### src/rtl/tmds_pkg.sv
// Shared TMDS definitions: control-period tokens (common with the encoder)
// and the receive-side alignment lock states.
package tmds_pkg;

  localparam logic [9:0] CTL_TOK_00 = 10'b1101010100;
  localparam logic [9:0] CTL_TOK_01 = 10'b0010101011;
  localparam logic [9:0] CTL_TOK_10 = 10'b0101010100;
  localparam logic [9:0] CTL_TOK_11 = 10'b1010101011;

  typedef enum logic [1:0] {
    HUNT   = 2'd0,
    VERIFY = 2'd1,
    LOCKED = 2'd2
  } lock_state_t;

endpackage

### src/rtl/tmds_decoder_tm_decode.sv
// Combinational inverse of the encoder's transition-minimisation stage:
// undo the optional DC-balance inversion, then undo the XOR/XNOR chain.
module tm_decode (
  input  logic [9:0] sym,
  output logic [7:0] data
);

  logic [7:0] q;

  always_comb begin
    q       = sym[9] ? ~sym[7:0] : sym[7:0];
    data    = '0;
    data[0] = q[0];
    for (int i = 1; i < 8; i++) begin
      data[i] = sym[8] ? (q[i] ^ q[i-1]) : ~(q[i] ^ q[i-1]);
    end
  end

endmodule

### src/rtl/tmds_decoder.sv
// Per-channel TMDS symbol decoder with control-run based alignment lock and
// bitslip request generation toward the upstream 10:1 deserializer.
module tmds_decoder
  import tmds_pkg::*;
#(
  parameter int CTL_RUN      = 8,
  parameter int LOCK_RUNS    = 3,
  parameter int SLIP_TIMEOUT = 2048
) (
  input  logic       clk_in,
  input  logic       rst_in,
  input  logic [9:0] tmds_in,
  output logic [7:0] data_out,
  output logic [1:0] control_out,
  output logic       ve_out,
  output logic       locked_out,
  output logic       bitslip_out
);

  localparam int CW = $clog2(CTL_RUN + 1);
  localparam int TW = $clog2(SLIP_TIMEOUT + 1);
  localparam int GW = $clog2(LOCK_RUNS + 1);

  // Stage p0: combinational classification and decode of the incoming symbol
  logic       is_ctl_p0;
  logic [1:0] ctl_idx_p0;
  logic [7:0] dec_data_p0;

  tm_decode u_tm_decode (
    .sym  (tmds_in),
    .data (dec_data_p0)
  );

  always_comb begin
    is_ctl_p0  = 1'b1;
    ctl_idx_p0 = 2'd0;
    unique case (tmds_in)
      CTL_TOK_00: ctl_idx_p0 = 2'd0;
      CTL_TOK_01: ctl_idx_p0 = 2'd1;
      CTL_TOK_10: ctl_idx_p0 = 2'd2;
      CTL_TOK_11: ctl_idx_p0 = 2'd3;
      default:    is_ctl_p0  = 1'b0;
    endcase
  end

  logic [CW-1:0] ctl_cnt;
  logic [TW-1:0] to_cnt;
  logic [GW-1:0] good_cnt, good_nxt;
  lock_state_t   state, state_nxt;
  logic          run_evt, timeout, slip_nxt;

  // Saturating the run counter at CTL_RUN makes run_evt fire once per run.
  assign run_evt = is_ctl_p0 && (ctl_cnt == CW'(CTL_RUN - 1));
  assign timeout = (to_cnt == TW'(SLIP_TIMEOUT - 1)) && !run_evt;

  always_comb begin
    state_nxt = state;
    good_nxt  = good_cnt;
    slip_nxt  = 1'b0;
    unique case (state)
      HUNT: begin
        if (run_evt) begin
          good_nxt  = GW'(1);
          state_nxt = (LOCK_RUNS <= 1) ? LOCKED : VERIFY;
        end else if (timeout) begin
          slip_nxt = 1'b1;
        end
      end
      VERIFY: begin
        if (run_evt) begin
          good_nxt = good_cnt + GW'(1);
          if (good_nxt >= GW'(LOCK_RUNS)) state_nxt = LOCKED;
        end else if (timeout) begin
          slip_nxt  = 1'b1;
          good_nxt  = '0;
          state_nxt = HUNT;
        end
      end
      LOCKED: begin
        // Loss of lock returns to HUNT quietly; the next HUNT timeout slips.
        if (timeout) begin
          good_nxt  = '0;
          state_nxt = HUNT;
        end
      end
      default: begin
        good_nxt  = '0;
        state_nxt = HUNT;
      end
    endcase
  end

  always_ff @(posedge clk_in or negedge rst_in) begin
    if (!rst_in) begin
      state    <= HUNT;
      good_cnt <= '0;
      ctl_cnt  <= '0;
      to_cnt   <= '0;
    end else begin
      state    <= state_nxt;
      good_cnt <= good_nxt;
      if (!is_ctl_p0)                      ctl_cnt <= '0;
      else if (ctl_cnt != CW'(CTL_RUN))    ctl_cnt <= ctl_cnt + CW'(1);
      if (run_evt || timeout)              to_cnt  <= '0;
      else                                 to_cnt  <= to_cnt + TW'(1);
    end
  end

  // Stage p1: registered decode outputs and bitslip pulse
  logic [7:0] data_p1;
  logic [1:0] ctl_p1;
  logic       ve_p1;
  logic       slip_p1;

  always_ff @(posedge clk_in or negedge rst_in) begin
    if (!rst_in) begin
      data_p1 <= '0;
      ctl_p1  <= '0;
      ve_p1   <= 1'b0;
      slip_p1 <= 1'b0;
    end else begin
      data_p1 <= is_ctl_p0 ? 8'h00 : dec_data_p0;
      ctl_p1  <= is_ctl_p0 ? ctl_idx_p0 : 2'd0;
      ve_p1   <= !is_ctl_p0;
      slip_p1 <= slip_nxt;
    end
  end

  assign data_out    = data_p1;
  assign control_out = ctl_p1;
  assign ve_out      = ve_p1;
  assign bitslip_out = slip_p1;
  assign locked_out  = (state == LOCKED);

endmodule

### config.mk
export PLATFORM = sky130hd
export DESIGN_NAME = tmds_decoder
export DESIGN_NICKNAME = d
export VERILOG_FILES = /design/src/rtl/tmds_pkg.sv /design/src/rtl/tmds_decoder_tm_decode.sv /design/src/rtl/tmds_decoder.sv
export SDC_FILE = /design/constraint.sdc
export NUM_CORES = 1
export LEC_CHECK = 0
export BUFFER_PORTS_ARGS = -buffer_cell sky130_fd_sc_hd__buf_2
export CAP_MARGIN = 10
export CORE_MARGIN = 2
export CORE_UTILIZATION = 45
export CTS_BUF_LIST = sky130_fd_sc_hd__clkbuf_8
export DETAILED_ROUTE_END_ITERATION = 8
export GPL_TIMING_DRIVEN = 0
export HOLD_SLACK_MARGIN = 0.03
export MAX_ROUTING_LAYER = met4
export PLACE_DENSITY_LB_ADDON = 0.05
export SETUP_SLACK_MARGIN = 0.1
export SYNTH_ARGS = -nofsm -noshare
export SYNTH_HDL_FRONTEND = slang
export SYNTH_SLANG_ARGS = --single-unit
### constraint.sdc
create_clock -name clk_in -period 4.5 [get_ports clk_in]
set_input_delay 0.9 -clock clk_in [delete_from_list [all_inputs] [get_ports clk_in]]
set_output_delay 0.9 -clock clk_in [all_outputs]
set_load 0.02 [all_outputs]
==> results.md, run 1 <==
* # Post-CTS Setup Buffers at 0
* Worst-Margin Slew at 0.688 ns
* Routed Antenna Nets at 0
* Switch Pwr at 140 uW
* H-tree Lvls at 2
* Period Utilization, post-route at 0.539
* Iteration-0 DRC Markers at 30
* Maximum buffer depth of the clock tree at 2
* Area grow syn2layout at 19.1%
* DR pass1 iterations at 4
* Crit Path Category: primary input to flop
* Ranking of synthesized cells by area: dfrtp_1 (51%), xnor2_1 (10%), nor2_1 (6.5%)
* Cells after Synth at approximately 150
* Distinct cell type count after synthesis at 37
* Leak at 0.000823 uW
* Root Buffer: clkbuf_8
* TNS Setup at 0 ns
* Final Net Count at 197
* Final Hold Vio Count at 0
* Worst EP required at 4.66 ns
* Dpl cells at 220
* Clk pwr share at 0.451
* Worst Path Arrival at 2.58 ns
* Total gr overflow at 0
* Largest net degree at the start of global routing at 33
* Post-synthesis cell area at 1560 um2
* Layout cells sized above 1 at 0.209
* Die Span Y at 63.0 um
* Resized Gates After CTS at 0
* Synth top area share at 0.512
* Top Layer Used: met4
* # diodes at 0
* Placed inst area at around 1700 um2
* Fin. max-slew vios at 0
* Area leader, netlist: dfrtp_1
* Max Clock Skew at 0.00409 ns
* Minimum clock period at 2.42 ns
* Clk slew on worst S/H paths at 0.07 ns
* Total Routing Usage GR at 0.173
* Final HPWL DP at 2.08 mm
* Max_slew headroom at 0.537
* Detailed-route DRC error count at 0
* Synthesis-stage register bit count at 32
* Switching portion of total power at 0.214
* Hold Buf Count CTS at 0
* Worst setup SP type: primary input
* CTS tree: built
* Mapped Nets at 167
* Top_reg_cell synth: dfrtp_1
* First-pass GRT wire length at 5.10 mm
* Vias at 1140
* Die Outline Area at around 4000 um2
* VDD IR max at ~0.0002 V
* Ports at 25
* Initial Util at 0.469
* Num CTS Buffers at 5
* Pwr dens at around 350 nW/um2
* Ys async rst share at 1.00
* Syn_area_per_cell at 10.4 um2
* Clock sinks at 32
* Fin cells at 228
* Number of global-route vias before repair at 1131
* Yosys warnings at 0
* Wire per inst at 12.8 um
* Int Power at 516 uW
* RSZ-0062 raised after global routing: no
* Post-synth EDFFs at 0
* DIE WIDTH at 63.0 um
* Post-layout instance area at 1860 um2
* Sequential Power Share at 0.457
* Register area share after synthesis at 0.512
* # rows at 21
* Hold_ws at 0.490 ns
* Final wirelength at 2.92 mm
* Initial antenna violation count at 0
* Commonest non-fill, non-tap cell in the layout: dfrtp_1
* Status: completed
* CP Max Fanout at 9
* Fill count at 320
* Core ar. at 3340 um2
* Critical Path End Type: flop
* Min-Delay Path Class: flop to flop
* Max Cap Viol at 0
* Gp weighted congestion at 0.710
* Metal2 WL at 1.32 mm
* Worst-Skew Late Latency at 0.28 ns
* Met3 Wirelength at 134 um
* Via density at 5.00
* Max Clk Rate at 412 MHz
* Commonest non-fill, non-tap cells in the layout: dfrtp_1 (32), nor2_1 (27), buf_2 (24)
* Setup violators final at 0
* Port Buf Inserts at 23
* Routed met1 length at 1.42 mm
* Gate power share at 0.091
==> metal layers <==
metal,global-route usage,vias to the layer above
met5,-,-
met4,0.0667,0
met3,0.0685,5
met2,0.255,22
met1,0.214,531
li1,-,582
==> power groups by stage <==
stage	combinational (uW)	sequential, uW	clock, uW
2_1_floorplan	20.6	321	0
3_3_place_gp	60.7	306	0
3_5_place_dp	60.6	306	0
4_1_cts	60.8	301	304
5_1_grt	66.2	301	322
6_report	59.9	300	296
==> worst paths after layout <==
check / startpoint / end / slack, ns / cells past startpoint
worst min register to register: to_cnt[0]$_DFF_PN0_ / to_cnt[0]$_DFF_PN0_ / 0.49 / 1
max in group asynchronous: rst_in / data_out[1]$_DFF_PN0_ / 3.39 / 1
worst max-delay path: tmds_in[8] / to_cnt[8]$_DFF_PN0_ / 2.08 / 7
worst max register to register: to_cnt[0]$_DFF_PN0_ / good_cnt[0]$_DFFE_PN0P_ / 2.25 / 6
min in group asynchronous: rst_in / to_cnt[11]$_DFF_PN0_ / 0.67 / 1
worst min-delay path: to_cnt[0]$_DFF_PN0_ / to_cnt[0]$_DFF_PN0_ / 0.49 / 1
==> critical path: stages <==
cell	delay, ns
buf_2	0.15
or2_2	0.29
or3_4	0.41
nand2_2	0.17
inv_1	0.16
o21ai_2	0.39
nor2_1	0.10
==> synth_stat cells, types with 2 or more instances <==
| library cell | count |
|---|---|
| xor2_1 | 6 |
| inv_1 | 5 |
| and4_1 | 2 |
| and3b_1 | 2 |
| nand3_1 | 4 |
| xnor2_1 | 18 |
| ha_1 | 4 |
| nor3_1 | 4 |
| nand2_1 | 10 |
| nor2_1 | 27 |
| and2_1 | 2 |
| nand4_1 | 3 |
| o21ai_0 | 4 |
| dfrtp_1 | 32 |
| nor4_1 | 3 |
| a21oi_1 | 4 |
==> through the flow <==
step           setup WS [ns]   util  total power, uW
2_1_floorplan           2.04      -              341
3_3_place_gp            1.76  0.520              366
3_5_place_dp            1.77  0.520              367
4_1_cts                 2.06  0.558              666
5_1_grt                 1.96  0.558              689
6_report                2.08  0.558              657
==> cells by family after synthesis <==
kind of cell / Yosys count / synth area share
compound gates: 15 / 0.0624
xor+xnor: 24 / 0.134
fa+ha+maj: 4 / 0.0320
buf+inv: 6 / 0.0152
flops: 32 / 0.512
mux: 1 / 0.00640
simple gates: 69 / 0.238
==> registers in the layout, summed over array words and instances, names as in the netlist <==
signal	flops
to_cnt	12
data_out	8
ctl_cnt	4
control_out	2
good_cnt	2
state	2
bitslip_out	1
ve_out	1
==> layout make-up <==
| class | instances | area [um2] | share of cell area |
|---|---|---|---|
| timing repair buffer | 23 | 115 | 0.0618 |
| inverter | 5 | 18.8 | 0.0101 |
| buffer | 1 | 5.00 | 0.00269 |
| tap | 46 | 57.6 | 0.0309 |
| clock buffer | 7 | 96.3 | 0.0517 |
| clock inverter | 1 | 30.0 | 0.0161 |
| multi-input combinational | 113 | 739 | 0.397 |
| sequential | 32 | 801 | 0.430 |
Power figures use the tool's default switching activity.
==> inputs of run 2 (changes only) <==
==> constraint.sdc (replaced) <==
create_clock -name clk_in -period 2.1 [get_ports clk_in]
set_input_delay 0.42 -clock clk_in [delete_from_list [all_inputs] [get_ports clk_in]]
set_output_delay 0.42 -clock clk_in [all_outputs]
set_load 0.02 [all_outputs]
==> run 2 against run 1 <==
Net effect:
- worst hold slack got worse by 0.31 ns
- setup slack got worse by 2.0 ns
- clock skew rose by 0.0012 ns
==> results.md, run 2 (same netlist as run 1, synthesis figures left out) <==
* Min-Delay Path Class: primary input to asynchronous set/reset pin (was flop to flop)
* Final wirelength at 3.09 mm (was 2.92 mm)
* CP Launch Point: to_cnt[1]$_DFF_PN0_ (was tmds_in[8])
* Status: completed (unchanged)
* Commonest non-fill, non-tap cells in the layout: dfrtp_1 (32), nor2_1 (27), buf_2 (24) (unchanged)
* Die Span Y at 63.0 um (unchanged)
* Clock sinks at 32 (unchanged)
* Final Hold Vio Count at 0 (unchanged)
* Worst setup SP type: flop (was primary input)
* CTS tree: built (unchanged)
* # diodes at 0 (unchanged)
* H-tree Lvls at 2 (unchanged)
* Initial Util at 0.469 (unchanged)
* Commonest non-fill, non-tap cell in the layout: dfrtp_1 (unchanged)
* Wire per inst at 13.0 um (was 12.8 um)
* Worst-Skew Late Latency at 0.28 ns (about the same)
* Via density at 5.06 (was 5.00)
* Post-layout instance area at 1940 um2 (was 1860 um2)
* R2R Path Start: to_cnt[1]$_DFF_PN0_ (was to_cnt[0]$_DFF_PN0_)
* Hold Buf Count CTS at 0 (unchanged)
* Final core occ at 0.583 (was 0.558)
* Die Outline Area at 3960 um2 (unchanged)
* Initial antenna violation count at 0 (unchanged)
* Reg-to-reg endpoint: good_cnt[0]$_DFFE_PN0P_ (unchanged)
* Port Buf Inserts at 23 (unchanged)
* Max reg flops at 12 (unchanged)
* Vias at 1199 (was 1140)
* Detailed-route DRC error count at 0 (unchanged)
* Gp weighted congestion at 0.725 (was 0.710)
* Iteration-0 DRC Markers at 57 (was 30)
* CP Buf/Inv Count at 0 (was 2)
* Maximum buffer depth of the clock tree at 2 (unchanged)
* Worst Path Arrival at 2.18 ns (was 2.58 ns)
* CP max-delay cell: or4b_4 (was or3_4)
* Met3 usage at 0.0468 (was 0.0685)
* Placed inst area at 1750 um2 (was 1740 um2)
* DIE WIDTH at 63.0 um (unchanged)
* Num CTS Buffers at 5 (unchanged)
* Fin cells at 237 (was 228)
* Crit path largest cell delay at 0.54 ns (was 0.41 ns)
* Largest net degree at the start of global routing at 33 (unchanged)
* VDD IR max at 0.000434 V (was 0.000195 V)
* RSZ-0062 raised after global routing: yes (was no)
* Max Cap Viol at 0 (unchanged)
* CP Max Fanout at 3 (was 9)
* CP top delay family: simple AND/OR/NAND/NOR gates (unchanged)
* First-pass GRT wire length at 5.53 mm (was 5.10 mm)
* Met1 usage at 0.228 (was 0.214)
* Final Net Count at 206 (was 197)
* Reg-to-reg slack, setup at 0.09 ns (was 2.25 ns)
* Critical Path End Type: flop (unchanged)
* Fill count at 298 (was 320)
* Area grow syn2layout at 24.3% (was 19.1%)
* Core ar. at 3340 um2 (unchanged)
* Setup violators final at 0 (unchanged)
* Largest reg by FF count: to_cnt (unchanged)
* Max Clock Skew at 0.00526 ns (was 0.00409 ns)
* Crit Path Category: flop to flop (was primary input to flop)
* Max_slew headroom at 0.541 (was 0.537)
* Root Buffer: clkbuf_8 (unchanged)
* Clk slew on worst S/H paths at 0.07 ns (about the same)
* # rows at 21 (unchanged)
* Final HPWL DP at 2.22 mm (was 2.08 mm)
* Met2 Usage GRT at 0.291 (was 0.255)
* DR pass1 iterations at 4 (unchanged)
* WP depth at 6 (was 7)
* Worst-Margin Slew at 0.689 ns (was 0.688 ns)
* Worst EP required at 2.27 ns (was 4.66 ns)
* Critical Path Sink: good_cnt[0]$_DFFE_PN0P_ (was to_cnt[8]$_DFF_PN0_)
* Minimum clock period at 2.01 ns
* Number of global-route vias before repair at 1230 (was 1131)
* Routed Antenna Nets at 0 (unchanged)
* Leak at 0.000884 uW (was 0.000823 uW)
* TNS Setup at 0 ns (unchanged)
* Pwr dens at 643 nW/um2 (was 352 nW/um2)
* Fin. max-slew vios at 0 (unchanged)
* Most used routing layer: met2 (unchanged)
* Worst reg2reg path depth at 6 (unchanged)
* Layout cells sized above 1 at 0.262 (was 0.209)
* Total Routing Usage GR at 0.183 (was 0.173)
* Dpl cells at 220 (unchanged)
* Ports at 25 (unchanged)
* Total gr overflow at 0 (unchanged)
* Critical-path cell list: ha_4 -> nand4_4 -> or4_4 -> or4b_4 -> o31a_1 -> o211a_1 (was buf_2 -> or2_2 -> or3_4 -> nand2_2 -> inv_1 -> o21ai_2 -> nor2_1)
* Period Utilization, post-route at 0.956
* Max Clk Rate at 498 MHz
==> run 2: cell count changes in the layout (fill, tap and decap cells not counted), sizes merged <==
cell	before	now
bufinv	1	0
buf	24	33
clkinv	0	2
clkbuf	7	6
==> run 2: how the worst min path moves through the flow <==
stage | slack, ns | to | depth (start not counted) | from
2_1_floorplan | 0.12 | bitslip_out$_DFF_PN0_ | 0 | rst_in
3_3_place_gp | 0.50 | data_out[7]$_DFF_PN0_ | 1 | rst_in
3_5_place_dp | 0.51 | data_out[4]$_DFF_PN0_ | 1 | rst_in
4_1_cts | 0.21 | data_out[6]$_DFF_PN0_ | 1 | rst_in
5_1_grt | 0.24 | to_cnt[10]$_DFF_PN0_ | 1 | rst_in
6_report | 0.18 | data_out[0]$_DFF_PN0_ | 1 | rst_in
==> run 2: through the flow <==
step / power [uW] / hold WS [ns] / worst slack [ns]
after floorplan: 732 / 0.124 / 0.123
after global placement: 785 / 0.502 / -0.158
after detailed placement: 786 / 0.509 / -0.170
after CTS: 1270 / 0.208 / 0.0356
after global routing: 1320 / 0.245 / 0.0225
final: 1250 / 0.182 / 0.0931
==> run 2: cell type report <==
type	instances	area, um2	share of cell area
Buffer	1	5.00	0.00257
Clock buffer	6	82.6	0.0425
Clock inverter	2	10.0	0.00515
Inverter	5	18.8	0.00965
Multi-Input combinational cell	113	787	0.405
Sequential cell	32	801	0.412
Tap cell	46	57.6	0.0296
Timing Repair Buffer	32	183	0.0940
==> run 2: timing repair <==
action                                  4_1_cts  5_1_grt
buffers inserted                              3        6
endpoints found under the setup margin        3       12
pin swaps                                     1        1
gates resized for setup                       2        3
==> run 2: worst reg2reg max path: stages, from the launching register on <==
cell and delay, ns:
dfrtp_1 0.39, ha_4 0.17, nand4_4 0.11, or4_4 0.45, or4b_4 0.54, o31a_1 0.12, o211a_1 0.12
==> run 2: power by group <==
| group | total [uW] | switching, uW | internal [uW] |
|---|---|---|---|
| clock network | 477 | 216 | 261 |
| registers | 644 | 4.79 | 639 |
| logic | 130 | 80.8 | 49.3 |
| total | 1250 | 302 | 949 |
==> run 2: metal layers <==
metal | up-vias | part of all wire
li1 | 600 | -
met5 | - | 0
met1 | 561 | 0.45
met2 | 32 | 0.49
met4 | 0 | 0.017
met3 | 6 | 0.041
==> inputs of run 3 (changes only) <==
--- a/config.mk
+++ b/config.mk
@@ -14,7 +14,7 @@
 export GPL_TIMING_DRIVEN = 0
 export HOLD_SLACK_MARGIN = 0.03
 export MAX_ROUTING_LAYER = met4
-export PLACE_DENSITY_LB_ADDON = 0.05
+export PLACE_DENSITY = 0.8
 export SETUP_SLACK_MARGIN = 0.1
 export SYNTH_ARGS = -nofsm -noshare
 export SYNTH_HDL_FRONTEND = slang
==> run 3 against run 2 <==
Net effect:
- highest routed layer unchanged
- largest cell class unchanged
- clock skew decreased by 0.00089 ns
- fmax is 0.63% lower
- clock-buffer cell count is the same
==> results.md, run 3 (same netlist as run 1, synthesis figures left out) <==
* Clk slew on worst S/H paths at 0.06 ns (was 0.07 ns)
* Leak at 0.000871 uW (was 0.000884 uW)
* Fill count at 301 (was 298)
* Crit Path Category: flop to flop (unchanged)
* Die Span Y at 63.0 um (unchanged)
* DR pass1 iterations at 4 (unchanged)
* VDD IR max at 0.000301 V (was 0.000434 V)
* Wire per inst at 12.6 um (was 13.0 um)
* Reg-to-reg endpoint: good_cnt[0]$_DFFE_PN0P_ (unchanged)
* WP depth at 6 (unchanged)
* Worst-Margin Slew at 0.685 ns (was 0.689 ns)
* Critical Path End Type: flop (unchanged)
* Routed Antenna Nets at 0 (unchanged)
* Num CTS Buffers at 5 (unchanged)
* CP Launch Point: to_cnt[0]$_DFF_PN0_ (was to_cnt[1]$_DFF_PN0_)
* CP top delay family: simple AND/OR/NAND/NOR gates (unchanged)
* Clock sinks at 32 (unchanged)
* # rows at 21 (unchanged)
* Fin. max-slew vios at 0 (unchanged)
* Final Hold Vio Count at 0 (unchanged)
* R2R Path Start: to_cnt[0]$_DFF_PN0_ (was to_cnt[1]$_DFF_PN0_)
* Ports at 25 (unchanged)
* Number of global-route vias before repair at 1142 (was 1230)
* H-tree Lvls at 2 (unchanged)
* Worst EP required at 2.28 ns (was 2.27 ns)
* CP Buf/Inv Count at 0 (unchanged)
* Max Clock Skew at 0.00436 ns (was 0.00526 ns)
* Crit path largest cell delay at 0.53 ns (was 0.54 ns)
* Vias at 1206 (was 1199)
* DIE WIDTH at 63.0 um (unchanged)
* Gp weighted congestion at 0.828 (was 0.725)
* Max reg flops at 12 (unchanged)
* Register area at 801 um2 (unchanged)
* Iteration-0 DRC Markers at 85 (was 57)
* Core ar. at 3340 um2 (unchanged)
* Worst Path Arrival at 2.20 ns (was 2.18 ns)
* Critical-path cell list: ha_4 -> nand4_4 -> or4_4 -> or4b_4 -> o31a_1 -> o211a_1 (unchanged)
* Largest net degree at the start of global routing at 33 (unchanged)
* Root Buffer: clkbuf_8 (unchanged)
* Commonest non-fill, non-tap cells in the layout: dfrtp_1 (32), nor2_1 (27), buf_2 (24) (unchanged)
* CTS tree: built (unchanged)
* Worst-Skew Late Latency at 0.29 ns (was 0.28 ns)
* Final core occ at 0.577 (was 0.583)
* Hold Buf Count CTS at 0 (unchanged)
* Detailed-route DRC error count at 0 (unchanged)
* Pwr dens at 646 nW/um2 (was 643 nW/um2)
* Total Routing Usage GR at 0.172 (was 0.183)
* Hold_ws at 0.170 ns (was 0.182 ns)
* Max Clk Rate at 495 MHz (was 498 MHz)
* # diodes at 0 (unchanged)
* CP Max Fanout at 4 (was 3)
* Max Cap Viol at 0 (unchanged)
* Min-Delay Path Class: primary input to asynchronous set/reset pin (unchanged)
* Period Utilization, post-route at 0.962 (was 0.956)
* Area grow syn2layout at 23.1% (was 24.3%)
* Die Outline Area at 3960 um2 (unchanged)
* Commonest non-fill, non-tap cell in the layout: dfrtp_1 (unchanged)
* Layout cells sized above 1 at 0.247 (was 0.262)
* Via density at 5.11 (was 5.06)
* Critical Path Sink: good_cnt[0]$_DFFE_PN0P_ (unchanged)
* Total gr overflow at 0 (unchanged)
* CP max-delay cell: or4b_4 (unchanged)
* Final Net Count at 205 (was 206)
* Initial antenna violation count at 0 (unchanged)
* Minimum clock period at 2.02 ns (was 2.01 ns)
* Worst reg2reg path depth at 6 (unchanged)
* Initial Util at 0.469 (unchanged)
* Multi-input gate area at 778 um2 (was 787 um2)
* Final wirelength at 2.97 mm (was 3.09 mm)
* First-pass GRT wire length at 5.13 mm (was 5.53 mm)
* Max_slew headroom at 0.544 (was 0.541)
* Setup violators final at 0 (unchanged)
* Maximum buffer depth of the clock tree at 2 (unchanged)
* Final HPWL DP at 2.03 mm (was 2.22 mm)
* Port Buf Inserts at 23 (unchanged)
* Status: completed (unchanged)
* Worst setup SP type: flop (unchanged)
* Reg-to-reg slack, setup at 0.08 ns (was 0.09 ns)
* RSZ-0062 raised after global routing: yes (unchanged)
* Largest reg by FF count: to_cnt (unchanged)
==> run 3: cell types whose count changed in the layout (fill, tap and decap cells not counted), sizes merged <==
| cell | previous run | this run |
|---|---|---|
| clkinv | 2 | 0 |
| inv | 5 | 7 |
| buf | 33 | 32 |
==> run 3: final cells by class <==
class                   count  share of cell area
flip-flops and latches     32               0.416
multi-input cells         113               0.404
clock buffers               6              0.0429
repair buffers             31              0.0910
well taps                  46              0.0299
clock inverters             2             0.00390
plain buffers               1             0.00260
inverters                   5             0.00975
==> run 3: worst reg2reg max path, cell delays in order, from the launching register on <==
cell and delay (ns):
dfrtp_1 0.39, ha_4 0.18, nand4_4 0.12, or4_4 0.44, or4b_4 0.53, o31a_1 0.12, o211a_1 0.12
==> run 3: metal layers <==
| metal | part of all wire | track usage |
|---|---|---|
| met1 | 0.43 | 0.212 |
| met3 | 0.055 | 0.0432 |
| met5 | 0 | - |
| met4 | 0.022 | 0.0861 |
| met2 | 0.49 | 0.262 |
==> run 3: report_power, final <==
part	internal (uW)	total [uW]	switching, uW
clock network	257	469	212
registers	639	645	5.19
logic	49.2	130	80.4
==> run 3: repair_timing <==
item                                    in CTS  in global routing
endpoints found under the setup margin       2                 13
gates resized for setup                      1                  3
buffers inserted                             3                  5
pin swaps                                    0                  1
==> run 3: metrics by stage <==
step	cells	setup WS (ns)	cell area [um2]	TNS (ns)	total power, uW
after floorplan	151	0.123	1580	0	732
after global placement	220	-0.123	1750	-1.05	785
after detailed placement	220	-0.137	1750	-1.10	787
after CTS	231	0.0622	1870	0	1250
after global routing	236	0.00757	1930	0	1300
final	236	0.0804	1930	0	1240
==> run 3: how the worst min path moves through the flow <==
stage	start	end	slack, ns
floorplan	rst_in	bitslip_out$_DFF_PN0_	0.12
global placement	rst_in	ve_out$_DFF_PN0_	0.51
finish	rst_in	data_out[7]$_DFF_PN0_	0.17
global route	rst_in	to_cnt[0]$_DFF_PN0_	0.23
CTS	rst_in	to_cnt[0]$_DFF_PN0_	0.20
detailed placement	rst_in	ctl_cnt[1]$_DFFE_PN0P_	0.51
